<file path="config.mk">
export PLATFORM = sky130hd
export DESIGN_NAME = pifo_reg_ctrl_flat
export DESIGN_NICKNAME = d
export VERILOG_FILES = /design/src/rtl/pifo_pkg.sv /design/src/rtl/pifo_reg_ctrl_if.sv /design/src/rtl/pifo_reg_ctrl_rr_arb2.sv /design/src/rtl/pifo_reg_ctrl.sv /design/src/flat_wrapper.sv
export SDC_FILE = /design/constraint.sdc
export NUM_CORES = 1
export LEC_CHECK = 0
export ABC_AREA = 0
export CAP_MARGIN = 25
export CORE_MARGIN = 8
export CORE_UTILIZATION = 36
export DETAILED_ROUTE_END_ITERATION = 6
export GPL_TIMING_DRIVEN = 0
export MAX_ROUTING_LAYER = met4
export PLACE_DENSITY = 0.86
export SETUP_SLACK_MARGIN = 0.2
export SLEW_MARGIN = 20
export SYNTH_ARGS = -nofsm -noshare
export SYNTH_HDL_FRONTEND = slang
export SYNTH_SLANG_ARGS = --single-unit
</file>
<file path="constraint.sdc">
create_clock -name clk -period 3.2 [get_ports clk]
set_input_delay 0.64 -clock clk [delete_from_list [all_inputs] [get_ports clk]]
set_output_delay 0.64 -clock clk [all_outputs]
set_load 0.01 [all_outputs]
</file>
<file path="src/rtl/pifo_pkg.sv">
// pifo_pkg: shared types and encodings for the pifo_reg sequencing front-end
package pifo_pkg;
  typedef enum logic {IDLE, SETTLE} state_t;
  localparam int RANK_W = 16;
  localparam int META_W = 12;
  localparam logic DROP_REJECT = 1'b0;
  localparam logic DROP_EVICT = 1'b1;
endpackage

</file>
<file path="src/rtl/pifo_reg_ctrl_if.sv">
// pifo_reg_ctrl_if: enqueue/dequeue/drop streams plus the pifo_reg pin bundle
interface pifo_reg_ctrl_if #(
  parameter int L2_REG_WIDTH = 4,
  parameter int RANK_WIDTH = pifo_pkg::RANK_W,
  parameter int META_WIDTH = pifo_pkg::META_W
);
  logic enq0_valid, enq0_ready, enq1_valid, enq1_ready;
  logic deq_valid, deq_ready, drop_valid, drop_evicted;
  logic pf_insert, pf_remove, pf_valid_out;
  logic [RANK_WIDTH-1:0] enq0_rank, enq1_rank, deq_rank, drop_rank, pf_rank_in, pf_rank_out, pf_max_rank;
  logic [META_WIDTH-1:0] enq0_meta, enq1_meta, deq_meta, drop_meta, pf_meta_in, pf_meta_out, pf_max_meta;
  logic [31:0] drop_count;
  logic [L2_REG_WIDTH:0] pf_num_entries;
  modport slave (
    input enq0_valid, enq0_rank, enq0_meta, enq1_valid, enq1_rank, enq1_meta, deq_ready,
          pf_valid_out, pf_rank_out, pf_meta_out, pf_max_rank, pf_max_meta, pf_num_entries,
    output enq0_ready, enq1_ready, deq_valid, deq_rank, deq_meta, drop_valid, drop_evicted,
           drop_rank, drop_meta, drop_count, pf_insert, pf_rank_in, pf_meta_in, pf_remove
  );
  modport master (
    output enq0_valid, enq0_rank, enq0_meta, enq1_valid, enq1_rank, enq1_meta, deq_ready,
           pf_valid_out, pf_rank_out, pf_meta_out, pf_max_rank, pf_max_meta, pf_num_entries,
    input enq0_ready, enq1_ready, deq_valid, deq_rank, deq_meta, drop_valid, drop_evicted,
          drop_rank, drop_meta, drop_count, pf_insert, pf_rank_in, pf_meta_in, pf_remove
  );
endinterface

</file>
<file path="src/rtl/pifo_reg_ctrl_rr_arb2.sv">
// rr_arb2: two-requester round-robin arbiter, pointer moves only on an accepted grant
module rr_arb2 (
  input  logic       clk,
  input  logic       rst_n,
  input  logic [1:0] req,
  input  logic       en,
  output logic [1:0] gnt
);
  logic last;
  always_comb begin
    gnt[0] = req[0] & (~req[1] | last);
    gnt[1] = req[1] & ~gnt[0];
  end
  always_ff @(posedge clk or negedge rst_n)
    if (!rst_n) last <= 1'b1;
    else if (en) last <= gnt[1];
endmodule

</file>
<file path="src/rtl/pifo_reg_ctrl.sv">
// pifo_reg_ctrl: arbitrates enqueues/dequeues onto one pifo_reg and enforces its settle time
module pifo_reg_ctrl import pifo_pkg::*; #(
  parameter int L2_REG_WIDTH = 4,
  parameter int RANK_WIDTH = RANK_W,
  parameter int META_WIDTH = META_W,
  parameter int SETTLE_CYCLES = 2
) (
  input logic clk,
  input logic rst_n,
  pifo_reg_ctrl_if.slave bus
);
  localparam int CW = $clog2(SETTLE_CYCLES);
  localparam logic [L2_REG_WIDTH:0] CAP = (L2_REG_WIDTH+1)'(2**L2_REG_WIDTH);
  state_t state, state_nx;
  logic [CW-1:0] cnt, cnt_nx;
  logic [1:0] gnt;
  logic last_enq_op, idle, has_entry, enq_req, deq_fire, do_rem, do_ins, issue, full, evict;
  logic [RANK_WIDTH-1:0] ins_rank;
  logic [META_WIDTH-1:0] ins_meta;
  rr_arb2 u_arb (
    .clk(clk),
    .rst_n(rst_n),
    .req({bus.enq1_valid, bus.enq0_valid}),
    .en(do_ins),
    .gnt(gnt)
  );
  always_comb begin
    idle = state == IDLE;
    has_entry = bus.pf_valid_out & (bus.pf_num_entries != '0);
    enq_req = bus.enq0_valid | bus.enq1_valid;
    deq_fire = idle & has_entry & bus.deq_ready;
    do_rem = deq_fire & (~enq_req | last_enq_op);
    do_ins = idle & enq_req & ~do_rem;
    issue = do_ins | do_rem;
    ins_rank = gnt[1] ? bus.enq1_rank : bus.enq0_rank;
    ins_meta = gnt[1] ? bus.enq1_meta : bus.enq0_meta;
    full = bus.pf_num_entries == CAP;
    evict = ins_rank < bus.pf_max_rank;
    state_nx = issue ? SETTLE : (state == SETTLE && cnt == '0) ? IDLE : state;
    cnt_nx = issue ? CW'(SETTLE_CYCLES-1) : (state == SETTLE && cnt != '0) ? cnt - 1'b1 : cnt;
  end
  assign bus.deq_valid = idle & has_entry;
  assign bus.deq_rank = bus.deq_valid ? bus.pf_rank_out : '0;
  assign bus.deq_meta = bus.deq_valid ? bus.pf_meta_out : '0;
  assign bus.enq0_ready = do_ins & gnt[0];
  assign bus.enq1_ready = do_ins & gnt[1];
  assign bus.pf_insert = do_ins;
  assign bus.pf_remove = do_rem;
  assign bus.pf_rank_in = do_ins ? ins_rank : '0;
  assign bus.pf_meta_in = do_ins ? ins_meta : '0;
  always_ff @(posedge clk or negedge rst_n)
    if (!rst_n) begin
      state <= SETTLE;
      cnt <= CW'(SETTLE_CYCLES-1);
    end else begin
      state <= state_nx;
      cnt <= cnt_nx;
    end
  always_ff @(posedge clk or negedge rst_n)
    if (!rst_n) begin
      last_enq_op <= 1'b1;
      bus.drop_valid <= 1'b0;
      bus.drop_evicted <= DROP_REJECT;
      bus.drop_rank <= '0;
      bus.drop_meta <= '0;
      bus.drop_count <= '0;
    end else begin
      if (issue) last_enq_op <= do_ins;
      bus.drop_valid <= do_ins & full;
      if (do_ins && full) begin
        bus.drop_evicted <= evict ? DROP_EVICT : DROP_REJECT;
        bus.drop_rank <= evict ? bus.pf_max_rank : ins_rank;
        bus.drop_meta <= evict ? bus.pf_max_meta : ins_meta;
        if (bus.drop_count != '1) bus.drop_count <= bus.drop_count + 32'd1;
      end
    end
endmodule

</file>
<file path="src/flat_wrapper.sv">
// flat-port wrapper written by rule: the top's interface ports become plain ports
module pifo_reg_ctrl_flat import pifo_pkg::*;
#(
  parameter int L2_REG_WIDTH = 4,
  parameter int RANK_WIDTH = RANK_W,
  parameter int META_WIDTH = META_W,
  parameter int SETTLE_CYCLES = 2
)
  (clk, rst_n, bus_enq0_valid, bus_enq0_rank, bus_enq0_meta, bus_enq1_valid, bus_enq1_rank, bus_enq1_meta, bus_deq_ready, bus_pf_valid_out, bus_pf_rank_out, bus_pf_meta_out, bus_pf_max_rank, bus_pf_max_meta, bus_pf_num_entries, bus_enq0_ready, bus_enq1_ready, bus_deq_valid, bus_deq_rank, bus_deq_meta, bus_drop_valid, bus_drop_evicted, bus_drop_rank, bus_drop_meta, bus_drop_count, bus_pf_insert, bus_pf_rank_in, bus_pf_meta_in, bus_pf_remove);
  pifo_reg_ctrl_if #(.L2_REG_WIDTH(L2_REG_WIDTH), .RANK_WIDTH(RANK_WIDTH), .META_WIDTH(META_WIDTH)) bus_i ();
  input logic clk;
  input logic rst_n;
  input wire logic [$bits(bus_i.enq0_valid)-1:0] bus_enq0_valid;
  input wire logic [$bits(bus_i.enq0_rank)-1:0] bus_enq0_rank;
  input wire logic [$bits(bus_i.enq0_meta)-1:0] bus_enq0_meta;
  input wire logic [$bits(bus_i.enq1_valid)-1:0] bus_enq1_valid;
  input wire logic [$bits(bus_i.enq1_rank)-1:0] bus_enq1_rank;
  input wire logic [$bits(bus_i.enq1_meta)-1:0] bus_enq1_meta;
  input wire logic [$bits(bus_i.deq_ready)-1:0] bus_deq_ready;
  input wire logic [$bits(bus_i.pf_valid_out)-1:0] bus_pf_valid_out;
  input wire logic [$bits(bus_i.pf_rank_out)-1:0] bus_pf_rank_out;
  input wire logic [$bits(bus_i.pf_meta_out)-1:0] bus_pf_meta_out;
  input wire logic [$bits(bus_i.pf_max_rank)-1:0] bus_pf_max_rank;
  input wire logic [$bits(bus_i.pf_max_meta)-1:0] bus_pf_max_meta;
  input wire logic [$bits(bus_i.pf_num_entries)-1:0] bus_pf_num_entries;
  output wire logic [$bits(bus_i.enq0_ready)-1:0] bus_enq0_ready;
  output wire logic [$bits(bus_i.enq1_ready)-1:0] bus_enq1_ready;
  output wire logic [$bits(bus_i.deq_valid)-1:0] bus_deq_valid;
  output wire logic [$bits(bus_i.deq_rank)-1:0] bus_deq_rank;
  output wire logic [$bits(bus_i.deq_meta)-1:0] bus_deq_meta;
  output wire logic [$bits(bus_i.drop_valid)-1:0] bus_drop_valid;
  output wire logic [$bits(bus_i.drop_evicted)-1:0] bus_drop_evicted;
  output wire logic [$bits(bus_i.drop_rank)-1:0] bus_drop_rank;
  output wire logic [$bits(bus_i.drop_meta)-1:0] bus_drop_meta;
  output wire logic [$bits(bus_i.drop_count)-1:0] bus_drop_count;
  output wire logic [$bits(bus_i.pf_insert)-1:0] bus_pf_insert;
  output wire logic [$bits(bus_i.pf_rank_in)-1:0] bus_pf_rank_in;
  output wire logic [$bits(bus_i.pf_meta_in)-1:0] bus_pf_meta_in;
  output wire logic [$bits(bus_i.pf_remove)-1:0] bus_pf_remove;
  assign bus_i.enq0_valid = bus_enq0_valid;
  assign bus_i.enq0_rank = bus_enq0_rank;
  assign bus_i.enq0_meta = bus_enq0_meta;
  assign bus_i.enq1_valid = bus_enq1_valid;
  assign bus_i.enq1_rank = bus_enq1_rank;
  assign bus_i.enq1_meta = bus_enq1_meta;
  assign bus_i.deq_ready = bus_deq_ready;
  assign bus_i.pf_valid_out = bus_pf_valid_out;
  assign bus_i.pf_rank_out = bus_pf_rank_out;
  assign bus_i.pf_meta_out = bus_pf_meta_out;
  assign bus_i.pf_max_rank = bus_pf_max_rank;
  assign bus_i.pf_max_meta = bus_pf_max_meta;
  assign bus_i.pf_num_entries = bus_pf_num_entries;
  assign bus_enq0_ready = bus_i.enq0_ready;
  assign bus_enq1_ready = bus_i.enq1_ready;
  assign bus_deq_valid = bus_i.deq_valid;
  assign bus_deq_rank = bus_i.deq_rank;
  assign bus_deq_meta = bus_i.deq_meta;
  assign bus_drop_valid = bus_i.drop_valid;
  assign bus_drop_evicted = bus_i.drop_evicted;
  assign bus_drop_rank = bus_i.drop_rank;
  assign bus_drop_meta = bus_i.drop_meta;
  assign bus_drop_count = bus_i.drop_count;
  assign bus_pf_insert = bus_i.pf_insert;
  assign bus_pf_rank_in = bus_i.pf_rank_in;
  assign bus_pf_meta_in = bus_i.pf_meta_in;
  assign bus_pf_remove = bus_i.pf_remove;
  pifo_reg_ctrl #(.L2_REG_WIDTH(L2_REG_WIDTH), .RANK_WIDTH(RANK_WIDTH), .META_WIDTH(META_WIDTH), .SETTLE_CYCLES(SETTLE_CYCLES)) u_core (.clk(clk), .rst_n(rst_n), .bus(bus_i));
endmodule
</file>
==> reports/results.tsv <==
stage	metric	value	unit
timing	post-route-period-util	99.0	%
global_routing	grt_pass1_wl	29100	um
synthesis	syn_area_per_cell	9.25	um^2
setup_path	path_class	primary input to primary output	
setup_path	crit_top_cell	buf_6	
global_routing	grt_max_degree	39	
clocking	root_buffer	clkbuf_16	
power_and_ir_drop	power.leakage	3.58	nW
synthesis	synthArstFlopShare	100	%
run_status	status	complete, no violations	
global_routing	grt-ovfl-total	0	
layout	reg_top3	u_core.bus.drop_count (32), u_core.bus.drop_rank (16), u_core.bus.drop_meta (12)	
placement	hpwl	14900	um
setup_path	cp-start-kind	primary input	
clocking	worstSkewPairLatency	330	ps
timing	timing.fmax	0.316	GHz
synthesis	synth-edff-count	0	
setup_path	cpPeakStageDelay	560	ps
synthesis	synth-seq-cells	66	
min_path	hp-class	primary input to asynchronous set/reset pin	
die	die_x	127	um
timing	fin_skew	9.82	ps
synthesis	synth_fp_nets	620	
route	antenna_left	0	
die	core.rowCount	40	
global_routing	track_usage	23.4	%
synthesis	ys_dominant_reg_cell	dfrtp_1	
timing	rsz0062_at_grt	true	
layout	insertedDiodeCount	0	
die	core	12100	um^2
layout	regMostFlops	u_core.bus.drop_count	
route	wl_per_cell	20.8	um
layout	largest_reg_flops	32	
die	dieArea	16200	um^2
clocking	cts.clk_slew.worst_paths	60	ps
placement	port_buffers	245	
layout	area_growth	81.2	%
layout	drive_gt1_share	23.3	%
route	drc	0	
timing	setup_violations	0	
clocking	cts_tree	yes	
timing	hold_viol	0	
synthesis	syn-cell-area	4450	um^2
timing	max_slew_margin	43.1	%
global_routing	grt_pass1_vias	5320	
route	drt-pass1-iter-count	5	
clocking	htree_levels	3	
route	viasPerCell	5.40	
timing	fin_crit	3170	ps
layout	finish.instance_area	8070	um^2
synthesis	yosysWarnings	0	
clocking	cts.path.max_buffers	2	
setup_path	cp_slowest_cell	or4_4	
setup_path	cp-end-kind	primary output	
power_and_ir_drop	powerDensity	529	nW/um^2
timing	maxSlewViolCount	0	
clocking	cts.sinks	66	
placement	gp_congestion	0.951	
route	drt_iter0_drc	290	
synthesis	postSynthCellCount	481	
global_routing	antenna_found_initial	0	
route	dr_total_vias	5074	
clocking	numCtsBuffers	9	
synthesis	netlist-cell-type-count	48	
synthesis	seq_area_frac_synth	37.2	%
setup_path	worstPathMaxFanout	5	
power_and_ir_drop	ir_drop	0.260	mV
setup_path	cp.required	2560	ps
timing	hold_ws	226	ps
layout	fin_nets	906	
setup_path	crit_chain	buf_6, or4_4, nor2_4, nor3b_4, a311o_2, buf_6, clkbuf_16, nor2b_1, buf_2	
setup_path	cp.arrival	2530	ps
die	fp.dieH	127	um
flow_run	maxCapViolations	0	
layout	finalNonFillerCells	940	
timing	worst_slew_pin_slew	846	ps
clocking	holdBufCountCts	0	
placement	dp.cells	895	
placement	place_area	7220	um^2
route	routed_wl	19500	um
die	io_pins	246	
die	initial_core_util	36.9	%
## cells in the final DEF, fill, tap and decap left out, types with 3 or more instances in the layout
| cell type | netlist | routed |
|---|---|---|
| clkbuf_16 | 0 | 11 |
| buf_2 | 9 | 20 |
| clkbuf_1 | 14 | 4 |
| and3_1 | 6 | 6 |
| nor2b_1 | 17 | 11 |
| nand3_1 | 16 | 16 |
| inv_1 | 30 | 30 |
| mux2_2 | 19 | 13 |
| nor4_1 | 3 | 3 |
| mux2_4 | 0 | 6 |
| buf_12 | 0 | 4 |
| buf_8 | 0 | 4 |
| a211o_1 | 13 | 12 |
| nor2_1 | 44 | 33 |
| and2_1 | 29 | 29 |
| ha_1 | 16 | 9 |
| dfrtp_1 | 62 | 62 |
| dlygate4sd2_1 | 0 | 22 |
| nor2_4 | 0 | 7 |
| buf_6 | 1 | 13 |
| xor2_1 | 8 | 8 |
| buf_4 | 0 | 29 |
| ha_4 | 0 | 5 |
| clkinvlp_4 | 0 | 3 |
| o2111ai_1 | 16 | 14 |
| nand2_1 | 43 | 43 |
| o21ai_0 | 5 | 3 |
| mux2i_1 | 14 | 14 |
| nor2b_4 | 0 | 4 |
| nor3_1 | 11 | 9 |
| nor2_2 | 0 | 4 |
| clkdlybuf4s15_2 | 0 | 11 |
| dfstp_2 | 4 | 4 |
| xnor2_1 | 22 | 22 |
| a32o_1 | 12 | 12 |
| nand4_1 | 15 | 15 |
| clkdlybuf4s50_1 | 0 | 186 |
| o211ai_1 | 17 | 17 |
## final cells by class
| class | instances | area [um^2] |
|---|---|---|
| Fill cell | 930 | 4000 |
| Multi-Input combinational cell | 360 | 2920 |
| Timing Repair Buffer | 275 | 2640 |
| Sequential cell | 66 | 1660 |
| Buffer | 25 | 249 |
| Clock buffer | 9 | 225 |
| Tap cell | 168 | 210 |
| Inverter | 30 | 113 |
| Clock inverter | 7 | 53.8 |
## cells in the mapped netlist (all sizes together), types with 5 or more instances
cell type   n  share of area (%)
a211o      13                2.6
a32o       12                2.7
and2       29                4.1
and3        6               0.84
buf        11                1.3
clkbuf     14                1.2
dfrtp      62                 35
ha         16                4.5
inv        30                2.5
mux2       19                4.8
mux2i      14                3.1
nand2      43                3.6
nand3      16                1.8
nand4      15                2.1
nor2       44                3.7
nor2b      17                2.4
nor3       11                1.2
nor3b       5               0.84
o2111ai    16                3.1
o211ai     17                2.9
o21ai       5               0.56
xnor2      22                4.3
xor2        8                1.6
## timing repair
| item | CTS | global route |
|---|---|---|
| cloned | 3 | 0 |
| resized for setup | 202 | 57 |
| hold endpoints to repair | 0 | 0 |
| pin swaps | 16 | 21 |
| setup buffers | 19 | 7 |
| endpoints found under the setup margin | 90 | 59 |
## power breakdown
group | switching, mW | total [mW] | internal [mW]
Sequential | 0.144 | 1.19 | 1.05
Combinational | 0.954 | 2.14 | 1.18
Clock | 0.404 | 0.934 | 0.530
## metal layers
metal  track usage [%]  share of wire [%]
met1              23.3                 36
met2              42.0                 53
met3              6.61                8.0
met4              10.4                3.1
met5                 -                  0
## worst max-delay path, delay by kind of cell
kind | cells | cell delay (ps)
compound gates | 1 | 480
buf+inv | 4 | 560
simple gates | 4 | 840
## stage by stage
stage / setup TNS [ps] / utilization [%] / total power, mW / worst slack, ps
finish: 0 / 66.9 / 4.27 / 32.5
global route: -0.751 / 66.9 / 4.47 / -0.751
CTS: 0 / 64.6 / 4.15 / 42.8
detailed placement: -52280 / 59.8 / 3.07 / -1050
global placement: -93800 / 59.7 / 3.01 / -993
floorplan: 0 / - / 1.99 / 145
## worst paths after layout
path / start / to / slack [ps] / cells after the start
hold / removal: rst_n / u_core.bus.drop_count[8]$_DFFE_PN0P_ / 230 / 1
setup reg to reg: u_core.u_arb.last$_DFFE_PN1P_ / u_core.bus.drop_meta[2]$_DFFE_PN0P_ / 240 / 11
max in group asynchronous: rst_n / u_core.bus.drop_rank[0]$_DFFE_PN0P_ / 2420 / 2
setup / recovery: bus_pf_num_entries[3] / bus_pf_rank_in[9] / 30 / 9
hold reg to reg: u_core.bus.drop_evicted$_DFFE_PN0P_ / u_core.bus.drop_evicted$_DFFE_PN0P_ / 510 / 1
min in group clk: u_core.bus.drop_evicted$_DFFE_PN0P_ / u_core.bus.drop_evicted$_DFFE_PN0P_ / 510 / 1
## logic make-up after synthesis
group,share of synthesized area [%]
AO/OA/AOI/OAI,16.1
XOR/XNOR,5.90
adder cells (fa/ha/maj),4.50
buffers and inverters,5.06
flip-flops,37.2
multiplexers,7.96
AND/OR/NAND/NOR,23.3
(Power assumes the default switching activity.)
